[src/rtl/dac_sample_scheduler.sv]
// dac_sample_scheduler: buffers host samples in a small FIFO and hands one
// sample per sample period to the dac_spi serializer over a dac_rq/dac_st
// handshake. Flags FIFO underrun and ticks that land on an in-flight frame.
// Optional build macro: DAC_SCHED_MIDSCALE_EN (underrun ticks output 16'h8000
// instead of repeating the previous sample).
module dac_sample_scheduler #(
  parameter int unsigned CLKS_PER_SAMPLE = 1000,
  parameter int unsigned FIFO_DEPTH      = 16,
  parameter int unsigned START_LEVEL     = 8
) (
  input  logic                          clock_in,
  input  logic                          reset,
  input  logic                          enable,
  input  logic [15:0]                   in_data,
  input  logic                          in_rq,
  output logic                          in_ack,
  output logic [15:0]                   dac_data,
  output logic                          dac_rq,
  input  logic                          dac_st,
  output logic [$clog2(FIFO_DEPTH):0]   fifo_level,
  output logic                          running,
  output logic                          underrun,
  output logic                          sample_late
);

  localparam int unsigned AW = $clog2(FIFO_DEPTH);
  localparam int unsigned LW = AW + 1;
  localparam int unsigned CW = $clog2(CLKS_PER_SAMPLE);

  typedef enum logic [1:0] {
    ST_IDLE,
    ST_WAIT_TICK,
    ST_REQ,
    ST_BUSY
  } state_t;

  state_t          state_q, state_d;
  logic [CW-1:0]   cnt_q, cnt_d;
  logic [AW-1:0]   wr_ptr_q, wr_ptr_d;
  logic [AW-1:0]   rd_ptr_q, rd_ptr_d;
  logic [LW-1:0]   level_q, level_d;
  logic            ack_q;
  logic [15:0]     data_q, data_d;
  logic            underrun_q, underrun_d;
  logic            late_q, late_d;
  logic [15:0]     mem_q [FIFO_DEPTH];

  logic            full;
  logic            empty;
  logic            wr_en;
  logic            pop;
  logic            tick;
  logic            rq;

  assign full  = (level_q == LW'(FIFO_DEPTH));
  assign empty = (level_q == '0);
  // The !ack_q term limits writes to one every two cycles so a held in_rq
  // is not consumed twice before the producer sees the ack.
  assign wr_en = in_rq && !full && !ack_q;
  assign tick  = (state_q != ST_IDLE) && (cnt_q == CW'(CLKS_PER_SAMPLE - 1));

  // Sample-period counter: held at zero while idle so the first tick comes
  // a full period after playback starts.
  always_comb begin
    cnt_d = cnt_q;
    if (state_q == ST_IDLE) begin
      cnt_d = '0;
    end else if (cnt_q == CW'(CLKS_PER_SAMPLE - 1)) begin
      cnt_d = '0;
    end else begin
      cnt_d = cnt_q + CW'(1);
    end
  end

  // Playback FSM: next state, pop request, output sample and sticky flags.
  always_comb begin
    state_d    = state_q;
    pop        = 1'b0;
    rq         = 1'b0;
    data_d     = data_q;
    underrun_d = underrun_q;
    late_d     = late_q;
    case (state_q)
      ST_IDLE: begin
        if (enable && (level_q >= LW'(START_LEVEL))) begin
          underrun_d = 1'b0;
          late_d     = 1'b0;
          state_d    = ST_WAIT_TICK;
        end
      end
      ST_WAIT_TICK: begin
        if (!enable) begin
          state_d = ST_IDLE;
        end else if (tick) begin
          if (!empty) begin
            pop    = 1'b1;
            data_d = mem_q[rd_ptr_q];
          end else begin
            underrun_d = 1'b1;
`ifdef DAC_SCHED_MIDSCALE_EN
            data_d = 16'h8000;
`else
            data_d = data_q;
`endif
          end
          state_d = ST_REQ;
        end
      end
      ST_REQ: begin
        rq = 1'b1;
        if (tick) begin
          late_d = 1'b1;
        end
        if (dac_st) begin
          state_d = ST_BUSY;
        end
      end
      ST_BUSY: begin
        if (tick) begin
          late_d = 1'b1;
        end
        if (!dac_st) begin
          state_d = enable ? ST_WAIT_TICK : ST_IDLE;
        end
      end
      default: begin
        state_d = ST_IDLE;
      end
    endcase
  end

  // FIFO pointer and occupancy bookkeeping; write and pop may coincide.
  always_comb begin
    wr_ptr_d = wr_ptr_q;
    rd_ptr_d = rd_ptr_q;
    level_d  = level_q;
    if (wr_en) begin
      wr_ptr_d = wr_ptr_q + AW'(1);
    end
    if (pop) begin
      rd_ptr_d = rd_ptr_q + AW'(1);
    end
    if (wr_en && !pop) begin
      level_d = level_q + LW'(1);
    end else if (!wr_en && pop) begin
      level_d = level_q - LW'(1);
    end
  end

  // FIFO storage; contents need no reset since the pointers define validity.
  always_ff @(posedge clock_in) begin
    if (wr_en) begin
      mem_q[wr_ptr_q] <= in_data;
    end
  end

  // Control and status registers with synchronous reset.
  always_ff @(posedge clock_in) begin
    if (reset) begin
      state_q    <= ST_IDLE;
      cnt_q      <= '0;
      wr_ptr_q   <= '0;
      rd_ptr_q   <= '0;
      level_q    <= '0;
      ack_q      <= 1'b0;
      data_q     <= '0;
      underrun_q <= 1'b0;
      late_q     <= 1'b0;
    end else begin
      state_q    <= state_d;
      cnt_q      <= cnt_d;
      wr_ptr_q   <= wr_ptr_d;
      rd_ptr_q   <= rd_ptr_d;
      level_q    <= level_d;
      ack_q      <= wr_en;
      data_q     <= data_d;
      underrun_q <= underrun_d;
      late_q     <= late_d;
    end
  end

  assign in_ack      = ack_q;
  assign dac_data    = data_q;
  assign dac_rq      = rq;
  assign fifo_level  = level_q;
  assign running     = (state_q != ST_IDLE);
  assign underrun    = underrun_q;
  assign sample_late = late_q;

endmodule

[config.mk]
export PLATFORM = sky130hd
export DESIGN_NAME = dac_sample_scheduler
export DESIGN_NICKNAME = d
export VERILOG_FILES = /design/src/rtl/dac_sample_scheduler.sv
export SDC_FILE = /design/constraint.sdc
export NUM_CORES = 1
export LEC_CHECK = 0
export BUFFER_PORTS_ARGS = -buffer_cell sky130_fd_sc_hd__buf_2
export CORE_UTILIZATION = 50
export CTS_BUF_LIST = sky130_fd_sc_hd__clkbuf_2
export CTS_CLUSTER_DIAMETER = 200
export CTS_CLUSTER_SIZE = 40
export DETAILED_ROUTE_END_ITERATION = 6
export PLACE_DENSITY = 0.67
export SLEW_MARGIN = 0
export SYNTH_ARGS = -nofsm -noshare
export SYNTH_HDL_FRONTEND = slang
export SYNTH_SLANG_ARGS = --single-unit
[constraint.sdc]
create_clock -name clock_in -period 3.5 [get_ports clock_in]
set_clock_uncertainty 0.15 [all_clocks]
set_input_delay 0.35 -clock clock_in [delete_from_list [all_inputs] [get_ports clock_in]]
set_output_delay 0.35 -clock clock_in [all_outputs]
set_load 0.01 [all_outputs]
==> results.yml <==
worst_setup_path:
  worstSetupPathType: "flip-flop to flip-flop"
  path_cells: "nor4_1 -> nand2b_1 -> nand2_1 -> ha_1 -> inv_1 -> ha_1 -> a21o_1 -> a21oi_1 -> mux2i_1 -> mux2_2"
  critPathMaxStageDelay_ns: 0.54
  critPathBufInv: 1
  startpoint_type: "flip-flop"
  crit_family: "simple AND/OR/NAND/NOR gates"
  slowest_stage: "nor4_1"
  cp.arrival_ns: 3.97
  cpMostUsedCell: "ha_1"
  cp-end-kind: "flip-flop"
  required_ns: 4.33
  cp_max_fo: 5
die:
  io_pins: 47
  dieArea_um2: 23800
  die_h_um: 154
  initial_core_util_pct: 51.1
  core_area_um2: 22700
  core.rowCount: 55
  die_x_um: 154
clock_tree:
  clk_path_buf_depth: 3
  root_buffer: "clkbuf_2"
  cts_tree: "built"
  postCtsHoldBufs: 27
  post-cts-setup-buffers: 0
  h-tree-depth: 1
  cts_sinks: 300
  clk_pin_slew_ns: 0.70
  insertion_delay_ns: 0.96
  cts-resized-gates: 0
  cts_buffers: 11
sta:
  finalMaxSlewViolations: 0
  period_needed_ns: 3.15
  finalSetupViolations: 0
  setup_ws_ns: 0.354
  finalHoldViolations: 0
  fin_tns_setup_ns: 0
  tightest_slew_ns: 0.784
  max_freq_mhz: 318
  fin_crit_sh_pct: 89.9
  slew-limit-headroom_pct: 47.7
  rsz0062_at_grt: "no"
final_layout:
  register_area_um2: 8570
  nets: 712
  fin_cells: 970
  syn_to_final_growth_pct: 9.45
  layout-drive-gt1-share_pct: 25.4
  num-fill-cells: 1744
  multi_input_area_um2: 2930
synth:
  synthTopCellsByCount: "edfxtp_1 (256), mux4_2 (64), dfxtp_1 (44)"
  synth_edf_count: 256
  yosysSeqAreaShare_pct: 73.9
  yosys.area.top_type: "edfxtp_1"
  synth.most_common_cell: "edfxtp_1"
  ys_types: 36
  syn-cell-area_um2: 11600
  synthArstFlopShare_pct: 0
  synth_area_leaders: "edfxtp_1 (66%), mux4_2 (12%), dfxtp_1 (7.6%)"
  avgSynthCellArea_um2: 19.3
  synthFlopType: "edfxtp_1"
  synth_seq_cells: 300
  synth_nets: 632
  synthCells: 600
  netlist.area_leader.share_pct: 66.3
  synth_warnings: 0
place:
  pre_cts_slack_ns: 0.370
  place_congestion: 0.794
  dp_cells: 925
  dp_hpwl_um: 13500
  port_buffers: 46
pwr:
  p_per_area_nw_per_um2: 444
  peakVddDrop_mv: 0.251
  p_leak_uw: 0.00403
route:
  first_pass_iters: 4
  first_iter_violations: 374
  avgViaCountPerCell: 5.92
  wl_per_cell_um: 23.5
  routed_wirelength_um: 22800
  drt_drc_violations_left: 0
  antenna_left: 0
  dr_total_vias: 5740
run:
  maxCapViolCount: 0
outcome:
  status: "complete, no violations"
grt:
  grt_max_degree: 67
  grt_pass1_wl_um: 34800
  grt_pass1_vias: 6021
  gr-total-overflow: 0
  grt_usage_pct: 19.7
  antenna_found_initial: 1
min_path:
  hold_path_class: "input pin to flip-flop"
[metal layers]
layer,vias up,GRT usage (%),part of all wire (%),routed length (µm)
li1,2547,-,-,-
met1,3030,24.8,41,9370
met2,133,36.2,53,12100
met3,30,2.63,4.3,992
met4,0,4.95,1.6,373
met5,-,0,0,0
[placed cells by master, fill, tap and decap left out, types with 10 or more instances in the layout]
master | Yosys | layout
nor2_2 | 0 | 12
nor2_1 | 43 | 31
nand3b_1 | 18 | 18
buf_4 | 0 | 22
mux2i_1 | 35 | 35
xor2_1 | 10 | 10
ha_1 | 10 | 10
dlygate4sd3_1 | 0 | 27
clkbuf_2 | 0 | 16
edfxtp_1 | 256 | 256
buf_2 | 10 | 46
mux4_2 | 64 | 64
o221ai_1 | 16 | 16
dfxtp_1 | 44 | 41
[sequential cells by signal, indices dropped and copies added (netlist names), named ones only]
| name | count |
|---|---|
| state_q | 1 |
| cnt_q | 10 |
| sample_late | 1 |
| mem_q | 256 |
| fifo_level | 5 |
| in_ack | 1 |
| underrun | 1 |
| dac_data | 16 |
| wr_ptr_q | 4 |
| rd_ptr_q | 4 |
[final timing paths]
check / startpoint / to / slack, ns / depth (start not counted)
max: fifo_level[0] / fifo_level[4] / 0.35 / 10
min: in_data[1] / mem_q[13][1] / 0.08 / 2
max reg2reg: fifo_level[0] / fifo_level[4] / 0.35 / 10
min reg2reg: underrun / underrun / 0.35 / 2
[layout make-up]
type	count	share of cell area, %
clock inverter	1	0.158
clock buffer	16	0.631
inverter	8	0.236
antenna	1	0.0197
timing repair buffer	97	5.56
tap	285	2.81
sequential	300	67.5
multi-input combinational	262	23.1
[power breakdown]
| part | switching [µW] | internal [µW] |
|---|---|---|
| logic | 288 | 205 |
| clock network | 956 | 137 |
| registers | 55.1 | 3990 |
| total | 1300 | 4330 |
[cell families (layout without fill, tap and decap cells)]
| group | Yosys count | after routing | synth area share [%] |
|---|---|---|---|
| AOI/OAI and AO/OA | 31 | 31 | 2.01 |
| xor gates and xnor gates | 16 | 16 | 1.21 |
| adders and majority gates | 11 | 11 | 1.25 |
| buffers and inverters | 38 | 122 | 1.34 |
| DFF | 300 | 300 | 73.9 |
| muxes | 100 | 100 | 15.5 |
| other | 0 | 1 | 0 |
| and+or+nand+nor | 104 | 104 | 4.80 |
[through the flow]
stage          area (µm²)  utilization (%)  total power, µW  hold slack (ns)
6_report            12700             55.9             5630           0.0818
5_1_grt             12700             55.9             5830          0.00582
2_1_floorplan       11600                -             4390            0.288
3_3_place_gp        12300             54.3             4540            0.297
3_5_place_dp        12300             54.3             4580            0.312
4_1_cts             12700             55.9             5670          0.00120
[worst register-to-register path, stage by stage (launching register included)]
cell	delay, ns
dfxtp_1	0.50
nor4_1	0.54
nand2b_1	0.24
nand2_1	0.14
ha_1	0.23
inv_1	0.12
ha_1	0.34
a21o_1	0.18
a21oi_1	0.17
mux2i_1	0.21
mux2_2	0.35
(Power assumes the default switching activity.)
